`src/rtl/arbiter_game_timers.sv`:
```
// Game timers for the two-player arbiter: tick prescaler, countdown and winner timers, board LED driver.
// Latency: cd_done/w_done follow the counters combinationally; leds are registered (1 cycle from inputs/counters).
// Backpressure: none; this is a free-running timer block with level inputs and level outputs.
//
// Ports:
//   clk       system clock; every state update happens on its rising edge
//   rst_in    synchronous active-high reset
//   cd_rst    hold the countdown in reload while high
//   w_rst     hold the winner timer in reload while high; also clears the blink phase
//   leds_rst  force leds to 0000 while high
//   leds_sel  0 = countdown thermometer, 1 = winner blink pattern
//   gnt1/gnt2 grant/winner flags used to pick the blink pattern; gnt1 wins ties
//   cd_done   countdown expired (level)
//   w_done    winner display expired (level)
//   leds      active-high LED drive
//
// Build option: define ARBITER_GAME_FAST_TICK_EN to force a divider of 4 for fast simulation.
module arbiter_game_timers #(
    parameter int TICK_DIV = 12000000,
    parameter int CD_TICKS = 3,
    parameter int W_TICKS  = 5
) (
    input  logic       clk,
    input  logic       rst_in,
    input  logic       cd_rst,
    input  logic       w_rst,
    input  logic       leds_rst,
    input  logic       leds_sel,
    input  logic       gnt1,
    input  logic       gnt2,
    output logic       cd_done,
    output logic       w_done,
    output logic [3:0] leds
);

`ifdef ARBITER_GAME_FAST_TICK_EN
    localparam int DIV = 4;
`else
    localparam int DIV = TICK_DIV;
`endif

    localparam int            PW       = (DIV > 1) ? $clog2(DIV) : 1;
    localparam logic [PW-1:0] PRE_LAST = PW'(DIV - 1);
    localparam logic [2:0]    CD_LOAD  = 3'(CD_TICKS);
    localparam logic [2:0]    W_LOAD   = 3'(W_TICKS);

    logic [PW-1:0] pre_cnt;
    logic [2:0]    cd_cnt;
    logic [2:0]    w_cnt;
    logic          phase;
    logic          tick;
    logic [3:0]    cd_bar;
    logic [3:0]    led_nxt;

    assign tick = (pre_cnt == PRE_LAST);

    // The reload inputs gate the done flags directly so a fresh reload reads
    // as "not done" in the same cycle it is asserted.
    assign cd_done = !rst_in && !cd_rst && (cd_cnt == 3'd0);
    assign w_done  = !rst_in && !w_rst  && (w_cnt  == 3'd0);

    // Thermometer of the countdown: bit i lit while more than i ticks remain.
    always_comb begin
        cd_bar = 4'b0000;
        for (int i = 0; i < 4; i++) begin
            cd_bar[i] = (i < int'(cd_cnt));
        end
    end

    always_comb begin
        led_nxt = 4'b0000;
        if (leds_rst) begin
            led_nxt = 4'b0000;
        end else if (!leds_sel) begin
            led_nxt = cd_bar;
        end else if (gnt1) begin
            led_nxt = {2'b00, phase, phase};
        end else if (gnt2) begin
            led_nxt = {phase, phase, 2'b00};
        end else begin
            led_nxt = {4{phase}};
        end
    end

    always_ff @(posedge clk) begin
        if (rst_in) begin
            pre_cnt <= '0;
            cd_cnt  <= CD_LOAD;
            w_cnt   <= W_LOAD;
            phase   <= 1'b0;
            leds    <= 4'b0000;
        end else begin
            // Either reload restarts the tick grid so the first tick after
            // release lands a full divider period later.
            if (cd_rst || w_rst || tick) begin
                pre_cnt <= '0;
            end else begin
                pre_cnt <= pre_cnt + PW'(1);
            end

            // Reload wins over a coincident tick; decrement saturates at 0.
            if (cd_rst) begin
                cd_cnt <= CD_LOAD;
            end else if (tick && (cd_cnt != 3'd0)) begin
                cd_cnt <= cd_cnt - 3'd1;
            end

            if (w_rst) begin
                w_cnt <= W_LOAD;
            end else if (tick && (w_cnt != 3'd0)) begin
                w_cnt <= w_cnt - 3'd1;
            end

            // Blink phase freezes once the winner display has run out.
            if (w_rst) begin
                phase <= 1'b0;
            end else if (tick && (w_cnt != 3'd0)) begin
                phase <= ~phase;
            end

            leds <= led_nxt;
        end
    end

endmodule
```
`config.mk`:
```
export PLATFORM = sky130hd
export DESIGN_NAME = arbiter_game_timers
export DESIGN_NICKNAME = d
export VERILOG_FILES = /design/src/rtl/arbiter_game_timers.sv
export SDC_FILE = /design/constraint.sdc
export NUM_CORES = 1
export LEC_CHECK = 0
export BUFFER_PORTS_ARGS = -buffer_cell sky130_fd_sc_hd__clkbuf_2
export CORE_MARGIN = 4
export CORE_UTILIZATION = 55
export CTS_BUF_LIST = sky130_fd_sc_hd__clkbuf_4 sky130_fd_sc_hd__clkbuf_8
export DETAILED_ROUTE_END_ITERATION = 10
export GPL_TIMING_DRIVEN = 0
export PLACE_DENSITY = 0.75
export SLEW_MARGIN = 20
export SYNTH_ARGS = -nofsm -noshare
export SYNTH_HDL_FRONTEND = slang
export SYNTH_SLANG_ARGS = --single-unit
```
`constraint.sdc`:
```
create_clock -name clk -period 2.6 [get_ports clk]
set_input_delay 0.26 -clock clk [delete_from_list [all_inputs] [get_ports clk]]
set_output_delay 0.26 -clock clk [all_outputs]
set_load 0.1 [all_outputs]
```
==> impl_metrics.json <==
{
  "status": "finished clean",
  "setup_violations": 0,
  "layout-drive-gt1-share_pct": 17.0,
  "core-area_um2": 3130,
  "postSynth.topFlopCell": "sky130_fd_sc_hd__dfxtp_1",
  "min_path_type": "input port to flip-flop",
  "route.final.wire_length_mm": 4.15,
  "clk_path_buf_depth": 2,
  "cellLeakagePower_nw": 0.682,
  "number_of_h_tree_branching_levels": 2,
  "numCtsBuffers": 5,
  "syn_area_per_cell_um2": 8.96,
  "yosys_warnings": 0,
  "syn_nets": 218,
  "nets_finish": 238,
  "dr_total_vias": 1613,
  "synth-async-reset-ratio_pct": 0,
  "fill_cells": 291,
  "antenna_violating_nets_post_route": 0,
  "drcViolationCount": 0,
  "max_capacitance_violation_total": 0,
  "start_util_pct": 58.4,
  "grt_overflow_total": 0,
  "multi_input_comb_area_um2": 1040,
  "die_y_um": 65.7,
  "hpwlAfterDp_mm": 3.05,
  "synth.ff_latch_count": 35,
  "synth_area_leader_cell": "sky130_fd_sc_hd__dfxtp_1",
  "synthDominantCellAreaShare_pct": 38.3,
  "grt_first_pass_wirelength_mm": 7.26,
  "synthCells": 204,
  "chipWidth_um": 65.7,
  "gr-usage-all-layers_pct": 21.6,
  "path_class": "flip-flop to output port",
  "area_growth_syn_to_layout_pct": 9.92,
  "max_freq_mhz": 464,
  "vias_per_cell": 6.02,
  "sequential_cell_area_um2": 701,
  "synth.lib_cells_used.distinct": 45,
  "worstPathArrival_ns": 1.90,
  "seq_area_frac_synth_pct": 38.3,
  "clock-root-buffer": "sky130_fd_sc_hd__clkbuf_4",
  "number_of_diodes": 0,
  "cts_resized": 0,
  "tritoncts_num_sinks": 35,
  "fin_hold_ws_ns": 0.159,
  "post-cts-setup-buffer-count": 0,
  "rsz0062_at_grt": "false",
  "critPathRequiredTime_ns": 2.34,
  "worst-path-max-fanout": 6,
  "synth_area_um2": 1830,
  "worst_setup_path_end_kind": "output port",
  "vias_in_the_first_global_route": 1564,
  "worst_setup_path_start_kind": "flip-flop",
  "slew_headroom_pct": 63.8,
  "postCtsHoldBufs": 0,
  "largest_net_degree_at_the_start_of_global_routing": 11,
  "post_synth_most_frequent_cells": "sky130_fd_sc_hd__dfxtp_1 (35), sky130_fd_sc_hd__nand3_1 (19), sky130_fd_sc_hd__nor2_1 (15)",
  "final_period_minus_worst_setup_slack_ns": 2.16,
  "hold_viol_final": 0,
  "peakVddDrop_mv": 0.292,
  "weighted_congestion_at_the_end_of_routability_driven_global_placement": 0.905,
  "synth.most_common_cell": "sky130_fd_sc_hd__dfxtp_1",
  "tritoncts": "yes",
  "yosys-top-cells-area": "sky130_fd_sc_hd__dfxtp_1 (38%), sky130_fd_sc_hd__nand3_1 (5.2%), sky130_fd_sc_hd__o31ai_1 (4.5%)",
  "worstSkewPairLatency_ns": 0.35,
  "synth_edf_count": 0,
  "clkSlewWorstSetupHoldPaths_ns": 0.11,
  "drt-pass1-iter-count": 4,
  "die_ar_um2": 4310,
  "tightestPinTransition_ns": 0.545,
  "portBuffers": 13,
  "antenna_violations_before_repair": 0,
  "fin_worst_skew_ns": 0.0122,
  "ios": 14,
  "report.final.slew_viol_count": 0,
  "row_count": 20,
  "detail_route.iter0.violations": 92,
  "routed_wire_length_per_instance_um": 15.5,
  "post-route-period-util_pct": 83.0,
  "setup_tns_ns": 0,
  "power.density_cell_area_nw_per_um2": 442
}
-- stage by stage --
| step | total power, mW | instance area, µm² | instances | utilization, % | worst slack [ns] |
|---|---|---|---|---|---|
| floorplan | 0.576 | 1830 | 204 | - | 0.543 |
| global placement | 0.589 | 1950 | 261 | 62.4 | 0.572 |
| detailed placement | 0.590 | 1950 | 261 | 62.4 | 0.509 |
| CTS | 0.892 | 2010 | 268 | 64.2 | 0.453 |
| global route | 0.927 | 2010 | 268 | 64.2 | 0.306 |
| finish | 0.889 | 2010 | 268 | 64.2 | 0.443 |
-- sequential cells by signal (all words and copies together) (netlist names) --
signal,count
cd_cnt,3
w_cnt,3
pre_cnt,24
phase,1
leds,4
-- where the power goes --
part / internal [mW] / switching (mW) / total, mW
clock: 0.125 / 0.186 / 0.311
sequential: 0.538 / 0.00167 / 0.540
combinational: 0.00975 / 0.0281 / 0.0378
total: 0.673 / 0.215 / 0.889
-- worst max-delay path, cell delays in order, from the launching register on --
cell	delay (ns)
sky130_fd_sc_hd__dfxtp_1	0.39
sky130_fd_sc_hd__inv_1	0.11
sky130_fd_sc_hd__ha_1	0.16
sky130_fd_sc_hd__nor2b_1	0.26
sky130_fd_sc_hd__and2_1	0.17
sky130_fd_sc_hd__clkbuf_2	0.45
-- cells by family (layout without fill, tap and decap cells) --
kind of cell             after synthesis  after routing  synth area share (%)
AO/OA/AOI/OAI                         38             38                  13.3
flip-flops                            35             35                  38.3
buffers and inverters                 16             36                  5.13
multiplexers                           2              2                  1.10
adder cells (fa/ha/maj)                6              6                  4.11
XOR/XNOR                              11             11                  5.27
AND/OR/NAND/NOR                       96             96                  32.7
-- metal layers --
layer / routed length [µm] / track usage [%] / vias to the layer above / share of wire, %
li1: - / - / 797 / -
met1: 1950 / 28.3 / 768 / 47
met2: 1930 / 33.7 / 39 / 47
met3: 172 / 6.15 / 9 / 4.1
met4: 85 / 8.03 / 0 / 2.1
met5: 0 / 0 / - / 0
-- layout by cell type (no fill, tap or decap), types with 2 or more instances in the layout --
cell,n
sky130_fd_sc_hd__a211oi_1,2
sky130_fd_sc_hd__a21oi_1,11
sky130_fd_sc_hd__and2_1,3
sky130_fd_sc_hd__and3_1,2
sky130_fd_sc_hd__and3_2,2
sky130_fd_sc_hd__and4_1,3
sky130_fd_sc_hd__buf_2,3
sky130_fd_sc_hd__buf_6,2
sky130_fd_sc_hd__clkbuf_2,14
sky130_fd_sc_hd__clkbuf_4,5
sky130_fd_sc_hd__clkbuf_8,2
sky130_fd_sc_hd__dfxtp_1,35
sky130_fd_sc_hd__ha_1,6
sky130_fd_sc_hd__inv_1,8
sky130_fd_sc_hd__mux2i_1,2
sky130_fd_sc_hd__nand2_1,7
sky130_fd_sc_hd__nand2b_1,2
sky130_fd_sc_hd__nand3_1,19
sky130_fd_sc_hd__nand4_1,8
sky130_fd_sc_hd__nor2_1,15
sky130_fd_sc_hd__nor2b_1,3
sky130_fd_sc_hd__nor3_1,8
sky130_fd_sc_hd__o211ai_1,2
sky130_fd_sc_hd__o21ai_0,5
sky130_fd_sc_hd__o31ai_1,11
sky130_fd_sc_hd__or3_1,3
sky130_fd_sc_hd__or4_1,11
sky130_fd_sc_hd__xnor2_1,5
sky130_fd_sc_hd__xor2_1,6
-- path summary, 6_finish.rpt --
kind | from | to | slack, ns | cells past startpoint
setup / recovery | cd_cnt[0] | cd_done | 0.44 | 5
hold / removal | leds_sel | leds[2] | 0.16 | 2
setup reg to reg | pre_cnt[0] | w_cnt[2] | 0.47 | 5
hold reg to reg | pre_cnt[21] | pre_cnt[21] | 0.49 | 2
-- area by class of cell --
cell class / count / share of cell area (%)
clock inverters: 1 / 0.249
flip-flops and latches: 35 / 34.9
multi-input cells: 153 / 51.7
well taps: 44 / 2.74
inverters: 8 / 1.49
clock buffers: 6 / 2.55
repair buffers: 13 / 3.24
plain buffers: 8 / 3.18
Note: power is estimated with default switching activity, not from simulation.
